[config.mk]
export PLATFORM = sky130hd
export DESIGN_NAME = mux4_rr_scan_ctrl_flat
export DESIGN_NICKNAME = d
export VERILOG_FILES = /design/src/rtl/mux4_scan_pkg.sv /design/src/rtl/mux4_rr_scan_ctrl_if.sv /design/src/rtl/rr_pick4.sv /design/src/rtl/mux4_rr_scan_ctrl.sv /design/src/flat_wrapper.sv
export SDC_FILE = /design/constraint.sdc
export NUM_CORES = 1
export LEC_CHECK = 0
export CORE_AREA = 8 8 54 56
export DETAILED_ROUTE_END_ITERATION = 8
export DIE_AREA = 0 0 62 64
export DONT_BUFFER_PORTS = 1
export PLACE_DENSITY = 0.68
export SLEW_MARGIN = 15
export SYNTH_ARGS = -nofsm -noshare
export SYNTH_HDL_FRONTEND = slang
export SYNTH_SLANG_ARGS = --single-unit
[constraint.sdc]
create_clock -name clk -period 6.9 [get_ports clk]
set_clock_uncertainty 0.05 [all_clocks]
set_input_delay 0.69 -clock clk [delete_from_list [all_inputs] [get_ports clk]]
set_output_delay 0.69 -clock clk [all_outputs]
set_load 0.03 [all_outputs]
[src/rtl/mux4_scan_pkg.sv]
// Purpose: shared constants, FSM state type and helpers for the 4:1 mux scan controller.
// Latency: n/a (declarations only).
// Backpressure: n/a.
package mux4_scan_pkg;

  localparam int N_CH = 4;
  localparam int CH_W = 2;

  typedef enum logic [1:0] {
    IDLE,
    SETTLE,
    HOLD
  } state_t;

  // One-hot grant vector for a channel index.
  function automatic logic [N_CH-1:0] ch2onehot(input logic [CH_W-1:0] ch);
    return N_CH'(1) << ch;
  endfunction

endpackage

[src/rtl/mux4_rr_scan_ctrl_if.sv]
// Purpose: bundles request, mux-control and sample-report signals of the scan controller.
// Latency: n/a (wires only).
// Backpressure: none; req is level-sensitive and simply waits while the controller is busy.
interface mux4_rr_scan_ctrl_if;
  import mux4_scan_pkg::*;

  logic [N_CH-1:0] req;
  logic            y;
  logic [CH_W-1:0] sel;
  logic            en_n;
  logic [N_CH-1:0] gnt;
  logic            smp_valid;
  logic            smp_data;
  logic [CH_W-1:0] smp_ch;
  logic            busy;

  // Request sources plus the mux datapath (drives req and y).
  modport master (
    output req, y,
    input  sel, en_n, gnt, smp_valid, smp_data, smp_ch, busy
  );

  // The scan controller itself.
  modport slave (
    input  req, y,
    output sel, en_n, gnt, smp_valid, smp_data, smp_ch, busy
  );

endinterface

[src/rtl/rr_pick4.sv]
// Purpose: round-robin pick of one of four requests, searching from ptr+1 and wrapping.
// Latency: combinational.
// Backpressure: none.
module rr_pick4
  import mux4_scan_pkg::*;
(
  input  logic [N_CH-1:0] req,
  input  logic [CH_W-1:0] ptr,
  output logic            any,
  output logic [CH_W-1:0] idx
);

  logic [CH_W-1:0] start;
  logic [N_CH-1:0] rot;
  logic [CH_W-1:0] off;

  assign start = ptr + CH_W'(1);

  // Rotate so that rot[0] is the channel just after the last grant.
  always_comb begin
    rot = '0;
    for (int i = 0; i < N_CH; i++) begin
      rot[i] = req[start + CH_W'(i)];
    end
  end

  // Lowest set bit of the rotated vector wins; scan downwards so the lowest overrides.
  always_comb begin
    off = '0;
    for (int i = N_CH - 1; i >= 0; i--) begin
      if (rot[i]) off = CH_W'(i);
    end
  end

  assign any = |rot;
  assign idx = start + off;

endmodule

[src/rtl/mux4_rr_scan_ctrl.sv]
// Purpose: round-robin scan of four requesters through one HC153 mux, sampling y per grant.
// Latency: req -> en_n low 1 cycle; req -> smp_valid SETTLE_CYC+2 cycles.
// Backpressure: requests seen outside IDLE wait; a dropped request aborts or ends the grant.
module mux4_rr_scan_ctrl
  import mux4_scan_pkg::*;
#(
  parameter int SETTLE_CYC = 1,
  parameter int HOLD_CYC   = 2,
  parameter int CNT_W      = 4
) (
  input  logic               clk,
  input  logic               rst_n,
  mux4_rr_scan_ctrl_if.slave bus
);

  state_t          state_q, state_d;
  logic [CNT_W-1:0] cnt_q, cnt_d;
  logic [CH_W-1:0] ptr_q, ptr_d;
  logic [CH_W-1:0] sel_q, sel_d;
  logic [N_CH-1:0] gnt_q, gnt_d;
  logic            en_n_q, en_n_d;
  logic            smp_valid_q, smp_valid_d;
  logic            smp_data_q, smp_data_d;
  logic [CH_W-1:0] smp_ch_q, smp_ch_d;
  logic            pick_any;
  logic [CH_W-1:0] pick_idx;

  rr_pick4 u_pick (
    .req (bus.req),
    .ptr (ptr_q),
    .any (pick_any),
    .idx (pick_idx)
  );

  // Next-state and output decode; sel only moves on the IDLE->SETTLE step so it is
  // stable for the whole time the strobe is active.
  always_comb begin
    state_d     = state_q;
    cnt_d       = cnt_q;
    ptr_d       = ptr_q;
    sel_d       = sel_q;
    gnt_d       = gnt_q;
    en_n_d      = en_n_q;
    smp_valid_d = 1'b0;
    smp_data_d  = smp_data_q;
    smp_ch_d    = smp_ch_q;
    unique case (state_q)
      IDLE: begin
        if (pick_any) begin
          state_d = SETTLE;
          sel_d   = pick_idx;
          gnt_d   = ch2onehot(pick_idx);
          en_n_d  = 1'b0;
          cnt_d   = '0;
        end
      end
      SETTLE: begin
        if (!bus.req[sel_q]) begin
          // Requester gave up before the sample: release without reporting.
          state_d = IDLE;
          en_n_d  = 1'b1;
          gnt_d   = '0;
          ptr_d   = sel_q;
          cnt_d   = '0;
        end else if (cnt_q == CNT_W'(SETTLE_CYC)) begin
          state_d     = HOLD;
          smp_valid_d = 1'b1;
          smp_data_d  = bus.y;
          smp_ch_d    = sel_q;
          cnt_d       = '0;
        end else begin
          cnt_d = cnt_q + CNT_W'(1);
        end
      end
      HOLD: begin
        if (!bus.req[sel_q] || cnt_q == CNT_W'(HOLD_CYC - 1)) begin
          state_d = IDLE;
          en_n_d  = 1'b1;
          gnt_d   = '0;
          ptr_d   = sel_q;
          cnt_d   = '0;
        end else begin
          cnt_d = cnt_q + CNT_W'(1);
        end
      end
      default: begin
        state_d = IDLE;
        en_n_d  = 1'b1;
        gnt_d   = '0;
      end
    endcase
  end

  // State and output registers; ptr resets to 3 so channel 0 is served first.
  always_ff @(posedge clk) begin
    if (!rst_n) begin
      state_q     <= IDLE;
      cnt_q       <= '0;
      ptr_q       <= CH_W'(N_CH - 1);
      sel_q       <= '0;
      gnt_q       <= '0;
      en_n_q      <= 1'b1;
      smp_valid_q <= 1'b0;
      smp_data_q  <= 1'b0;
      smp_ch_q    <= '0;
    end else begin
      state_q     <= state_d;
      cnt_q       <= cnt_d;
      ptr_q       <= ptr_d;
      sel_q       <= sel_d;
      gnt_q       <= gnt_d;
      en_n_q      <= en_n_d;
      smp_valid_q <= smp_valid_d;
      smp_data_q  <= smp_data_d;
      smp_ch_q    <= smp_ch_d;
    end
  end

  assign bus.sel       = sel_q;
  assign bus.en_n      = en_n_q;
  assign bus.gnt       = gnt_q;
  assign bus.smp_valid = smp_valid_q;
  assign bus.smp_data  = smp_data_q;
  assign bus.smp_ch    = smp_ch_q;
  assign bus.busy      = (state_q != IDLE);

endmodule

[src/flat_wrapper.sv]
// flat-port wrapper written by rule: the top's interface ports become plain ports
module mux4_rr_scan_ctrl_flat import mux4_scan_pkg::*;
#(
  parameter int SETTLE_CYC = 1,
  parameter int HOLD_CYC   = 2,
  parameter int CNT_W      = 4
)
  (clk, rst_n, bus_req, bus_y, bus_sel, bus_en_n, bus_gnt, bus_smp_valid, bus_smp_data, bus_smp_ch, bus_busy);
  mux4_rr_scan_ctrl_if bus_i ();
  input  logic clk;
  input  logic rst_n;
  input wire logic [$bits(bus_i.req)-1:0] bus_req;
  input wire logic [$bits(bus_i.y)-1:0] bus_y;
  output wire logic [$bits(bus_i.sel)-1:0] bus_sel;
  output wire logic [$bits(bus_i.en_n)-1:0] bus_en_n;
  output wire logic [$bits(bus_i.gnt)-1:0] bus_gnt;
  output wire logic [$bits(bus_i.smp_valid)-1:0] bus_smp_valid;
  output wire logic [$bits(bus_i.smp_data)-1:0] bus_smp_data;
  output wire logic [$bits(bus_i.smp_ch)-1:0] bus_smp_ch;
  output wire logic [$bits(bus_i.busy)-1:0] bus_busy;
  assign bus_i.req = bus_req;
  assign bus_i.y = bus_y;
  assign bus_sel = bus_i.sel;
  assign bus_en_n = bus_i.en_n;
  assign bus_gnt = bus_i.gnt;
  assign bus_smp_valid = bus_i.smp_valid;
  assign bus_smp_data = bus_i.smp_data;
  assign bus_smp_ch = bus_i.smp_ch;
  assign bus_busy = bus_i.busy;
  mux4_rr_scan_ctrl #(.SETTLE_CYC(SETTLE_CYC), .HOLD_CYC(HOLD_CYC), .CNT_W(CNT_W)) u_core (.clk(clk), .rst_n(rst_n), .bus(bus_i));
endmodule
==> flow_summary.json, run 1 <==
{
  "grt_max_degree": 12,
  "intPower_uw": 245.0,
  "synth-seq-cells": 19,
  "multi_input_area_um2": 605.6,
  "ys_warn_count": 0,
  "synthTopCellsByArea": "dfxtp_1, nor2_1, ha_1",
  "die_w_um": 62,
  "setup_viol": 0,
  "switching_power_uw": 213.5,
  "syn_inst": 121,
  "p_leak_nw": 0.4524,
  "hp-class": "primary input to register",
  "grt_usage_pct": 11.97,
  "fp.coreArea_mm2": 0.002106,
  "hold_end": "u_core.ptr_q[1]",
  "start_util_pct": 50.39,
  "endpoint_kind": "register",
  "power_switching_share_pct": 46.58,
  "postCtsHoldBufs": 0,
  "io_pins": 19,
  "seqCellArea_um2": 380.4,
  "rsz0062_at_grt": "false",
  "p_seq_share_pct": 44.6,
  "r2r_end": "u_core.bus.gnt[3]",
  "hold_viol": 0,
  "syn_to_final_growth_pct": 2.358,
  "yosysSeqAreaShare_pct": 35.85,
  "num_vias": 887,
  "finalMaxSlewViolations": 0,
  "p_per_area_mw_per_mm2": 422.2,
  "critPathArrivalTime_ps": 2710,
  "yosysUniqueCellTypes": 40,
  "gp_congestion": 0.8510,
  "antenna_found_initial": 0,
  "num_rows": 17,
  "die-area_mm2": 0.003968,
  "drtIter0Drc": 30,
  "synth_top_cell_area_share_pct": 35.85,
  "ctsHtreeMaxLevel": 1,
  "min_path_cells": 1,
  "synth_enable_flop_cells": 0,
  "reg2regPathDepth": 7,
  "post_cts_buffers": 0,
  "reg2reg_slack_ps": 4350,
  "layout.nets": 135,
  "crit_fanout": 10,
  "drc": 0,
  "pwr-share-clk_pct": 12.4,
  "clock_sinks": 19,
  "cts_made_buffers": 3,
  "grt_pass1_wl_um": 3608,
  "path_class": "register to register",
  "port-buffer-count": 0,
  "startpoint": "u_core.ptr_q[0]",
  "wl_um": 2245,
  "drive_above_1_share_pct": 10.74,
  "insertion_delay_ps": 300,
  "relSlewSlack_pct": 48.59,
  "cts_tree": "built",
  "ant_nets": 0,
  "min_from": "rst_n",
  "synth_flop_cell": "dfxtp_1",
  "worst_pin_slew_ps": 764.1,
  "finalCritPeriodShare_pct": 37.00,
  "path_clk_slew_ps": 120,
  "fillerInstances": 199,
  "hpwl_um": 1765,
  "status": "finished clean",
  "post-route-min-period_ps": 2553,
  "async_reset_ff_share_pct": 0,
  "cap_violations": 0,
  "syn_avg_cell_area_um2": 8.769,
  "total_power_uw": 458.5,
  "netlist_area_mm2": 0.001061,
  "via_per_inst": 5.953,
  "yosys.area.top_type": "dfxtp_1",
  "drt_first_pass_iters": 4,
  "required_ps": 7060,
  "start_kind": "register",
  "max-vdd-ir-drop_v": 0.0002348,
  "fp.dieH_um": 64,
  "final.setup.tns_ps": 0,
  "max_freq_mhz": 391.7,
  "cts_root_buf": "clkbuf_4",
  "grt_overflow": 0,
  "clk_path_buf_depth": 2,
  "reg2reg_from": "u_core.ptr_q[0]",
  "p_comb_share_pct": 43.0,
  "routedWlPerCell_um": 15.07,
  "cts_resized": 0,
  "antenna_cells": 0,
  "first_global_vias": 779,
  "syn-num-nets": 134
}
-- worst max path at each step --
stage                                   end  slack (ps)  cells after the start
after floorplan           u_core.bus.gnt[3]        4190                      8
final                     u_core.bus.gnt[3]        4350                      7
after CTS                 u_core.bus.gnt[3]        4370                      7
after global placement    u_core.bus.gnt[3]        4220                      7
after detailed placement  u_core.bus.gnt[3]        4130                      7
after global routing      u_core.bus.gnt[3]        4230                      7
-- per-stage QoR --
| stage | hold WS [ps] | setup slack [ps] | utilization (%) | cells | instance area [um^2] |
|---|---|---|---|---|---|
| after floorplan | 421.8 | 4192 | - | 121 | 1061 |
| after global placement | 438.8 | 4215 | 50.27 | 145 | 1059 |
| after detailed placement | 460.5 | 4129 | 50.27 | 145 | 1059 |
| after CTS | 385.7 | 4371 | 51.57 | 149 | 1086 |
| after global routing | 381.5 | 4229 | 51.57 | 149 | 1086 |
| final | 391.4 | 4347 | 51.57 | 149 | 1086 |
-- cell type report --
type | instances | share of cell area (%)
Tap cell | 28 | 3.226
Inverter | 10 | 3.456
Clock buffer | 3 | 2.074
Sequential cell | 19 | 35.02
Multi-Input combinational cell | 88 | 55.76
Clock inverter | 1 | 0.4608
-- power groups by stage --
stage	combinational (mW)	sequential [mW]	clock (mW)
after detailed placement	0.196	0.208	0
final	0.197	0.205	0.0568
after global routing	0.218	0.210	0.0618
after CTS	0.197	0.205	0.0583
after floorplan	0.179	0.191	0
after global placement	0.190	0.206	0
-- placed cells by master, fill, tap and decap left out, drive strengths merged, types with 3 or more instances in the layout --
master   instances
ha               6
nand2            6
nor2            22
o2111ai          3
mux2i            6
o21ai            7
clkbuf           3
dfxtp           19
inv              9
a21oi            5
-- kinds of logic (layout without fill, tap and decap cells) --
family,Yosys count,count (layout),share of synthesized area (%)
compound gates,29,29,20.52
xor+xnor,3,3,2.477
buf+inv,14,14,7.074
mux,7,7,7.783
simple gates,43,43,19.22
fa+ha+maj,6,6,7.075
flops,19,19,35.85
-- synth_stat cells (2+ instances only) --
| library cell | count |
|---|---|
| a21oi_1 | 4 |
| nand3_1 | 2 |
| o2111ai_1 | 3 |
| ha_1 | 6 |
| o21ai_0 | 7 |
| nor2b_1 | 2 |
| or3_1 | 2 |
| buf_6 | 3 |
| nor3_1 | 2 |
| o211ai_1 | 2 |
| or3b_1 | 2 |
| dfxtp_1 | 19 |
| xnor2_1 | 2 |
| inv_1 | 8 |
| nor2_1 | 21 |
| mux2i_1 | 6 |
| nand2_1 | 6 |
| o32ai_1 | 2 |
-- registers in the layout, summed over array words and instances, names as in the netlist --
name / cells
u_core.bus.gnt: 4
u_core.cnt_q: 4
u_core.bus.sel: 2
u_core.bus.smp_ch: 2
u_core.ptr_q: 2
u_core.state_q: 2
u_core.bus.en_n: 1
u_core.bus.smp_data: 1
u_core.bus.smp_valid: 1
-- critical path, stage by stage (launching register included) --
cell and delay [ps]:
dfxtp_1 420, or4_2 690, o2111ai_1 110, ha_1 180
xor2_1 200, xnor2_1 120, xnor2_1 340, a2bb2o_2 320
-- layer usage --
metal	part of all wire, %	wire length [um]	vias to the layer above	GRT usage, %
li1	-	-	434	-
met1	41	926	411	14.72
met2	46	1029	35	16.69
met3	11	246	7	6.000
met4	2.0	44	0	5.698
met5	0	0	-	0
Power figures use the tool's default switching activity.
==> run 2: changes to the inputs <==
clock period = 2.7 ns   (was 6.9 ns; I/O delays follow)
==> run 2 against run 1 <==
  * Via count increased by 1.0%
  * Sequential cell count unchanged
  * Die area unchanged
  * Count of clock-buffer cells in the layout unchanged
  * Register-to-register slack got worse by 4000 ps
  * Clock power increased to 2.6 times the previous value
  * Global-route usage increased by 0.94 points
  * Total power increased to 2.7 times the previous value
  * Non-clock buffer count increased by 4
==> flow_summary.json, run 2 (synthesized netlist as in run 1, its figures left out) <==
{
  "dp_slack_ps": 315.2,
  "cts_made_buffers": 3,
  "clk_path_buf_depth": 2,
  "critPathMaxStageDelay_ps": 680,
  "seqCellArea_um2": 380.4,
  "cp.depth": 8,
  "p_per_area_mw_per_mm2": 1097,
  "min_path_cells": 1,
  "num_vias": 896,
  "grt_overflow": 0,
  "layout.nets": 139,
  "cap_violations": 0,
  "antenna_cells": 0,
  "first_global_vias": 874,
  "cts_root_buf": "clkbuf_4",
  "fillerInstances": 207,
  "clock_sinks": 19,
  "path_cells": "or4_2 -> o2111ai_1 -> ha_1 -> xor2_1 -> xnor2_1 -> xnor2_1 -> buf_4 -> a32o_1",
  "drive_above_1_share_pct": 12.80,
  "rsz0062_at_grt": "false",
  "final_cells": 153,
  "insertion_delay_ps": 300,
  "path_class": "register to register",
  "antenna_found_initial": 0,
  "finalMaxSlewViolations": 0,
  "grt_max_degree": 13,
  "finalCritPeriodShare_pct": 88.89,
  "wl_um": 2304,
  "p_leak_nw": 0.4680,
  "port-buffer-count": 0,
  "max_freq_mhz": 416.7,
  "drt_first_pass_iters": 4,
  "crit_fanout": 10,
  "post_cts_buffers": 0,
  "multi_input_area_um2": 605.6,
  "required_ps": 2850,
  "max-vdd-ir-drop_v": 0.0006026,
  "relSlewSlack_pct": 53.91,
  "layout_commonest_cell": "nor2_1",
  "die_w_um": 62,
  "status": "finished clean",
  "routedWlPerCell_um": 15.06,
  "final_cell_mix": "nor2_1, dfxtp_1, inv_1, o21ai_0",
  "via_per_inst": 5.856,
  "drc": 0,
  "crit_top_cell": "xnor2_1",
  "fp.dieH_um": 64,
  "final.setup.worst_slack_ps": 299.9,
  "setup_viol": 0,
  "total_power_mw": 1.230,
  "worst_pin_slew_ps": 685.1,
  "cp.buffers_inverters": 1,
  "hpwl_um": 1789,
  "path_clk_slew_ps": 110,
  "start_kind": "register",
  "io_pins": 19,
  "drtIter0Drc": 19,
  "grt_usage_pct": 12.91,
  "critPathArrivalTime_ps": 2550,
  "gp_congestion": 0.8696,
  "post-route-min-period_ps": 2400,
  "crit_slowest_cell": "or4_2",
  "dp_cells": 148,
  "cts_tree": "built",
  "die-area_mm2": 0.003968,
  "ctsHtreeMaxLevel": 1,
  "reg2regPathDepth": 8,
  "final.setup.tns_ps": 0,
  "cp_top_family": "simple AND/OR/NAND/NOR gates",
  "start_util_pct": 50.39,
  "ant_nets": 0,
  "endpoint_kind": "register",
  "syn_to_final_growth_pct": 5.661,
  "grt_pass1_wl_um": 3933,
  "fp.coreArea_mm2": 0.002106,
  "num_rows": 17,
  "hp-class": "primary input to register",
  "hold_viol": 0
}
run 2: cell types whose count changed in the layout (fill, tap and decap cells not counted), sizes merged:
cell / delta
clkinv: -1
dlygate4sd3: +1
clkinvlp: +1
buf: +3
run 2: cell type report:
cell class | count | share of cell area, %
repair buffers | 4 | 2.902
well taps | 28 | 3.125
flip-flops and latches | 19 | 33.93
inverters | 10 | 3.348
clock buffers | 3 | 2.009
clock inverters | 1 | 0.6696
multi-input cells | 88 | 54.02
run 2: path summary, 6_finish.rpt:
path | from | endpoint | slack (ps)
hold reg to reg | u_core.cnt_q[3] | u_core.cnt_q[3] | 480
hold / removal | rst_n | u_core.state_q[0] | 50
setup reg to reg | u_core.ptr_q[0] | u_core.bus.gnt[1] | 300
setup / recovery | u_core.ptr_q[0] | u_core.bus.gnt[1] | 300
run 2: power breakdown:
part	switching, mW	internal [mW]
sequential	0.132	0.352
combinational	0.336	0.262
clock	0.0914	0.0564
total	0.559	0.670
run 2: repair_timing:
action	CTS	global route
hold buffers	1	0
hold endpoints to repair	3	0
resized for setup	0	0
run 2: metrics by stage:
stage               utilization (%)  hold WS [ps]  area [um^2]
floorplan                         -         363.9         1061
detailed placement            51.34         288.4         1081
global route                  53.24         29.13         1121
global placement              51.34         283.6         1081
finish                        53.24         50.32         1121
CTS                           53.24         42.97         1121
run 2: worst register-to-register path, cell delays in order (launching register included):
cell and delay [ps]:
dfxtp_1 410, or4_2 680, o2111ai_1 120, ha_1 200, xor2_1 190, xnor2_1 150, xnor2_1 110, buf_4 160
a32o_1 230
run 2: routing by layer:
metal | part of all wire, % | up-vias | track usage (%) | wire length [um]
met5 | 0 | - | 0 | 0
met4 | 2.4 | 0 | 4.558 | 55
met3 | 7.5 | 6 | 7.000 | 173
met2 | 46 | 22 | 18.50 | 1058
met1 | 44 | 425 | 15.78 | 1016
li1 | - | 443 | - | -
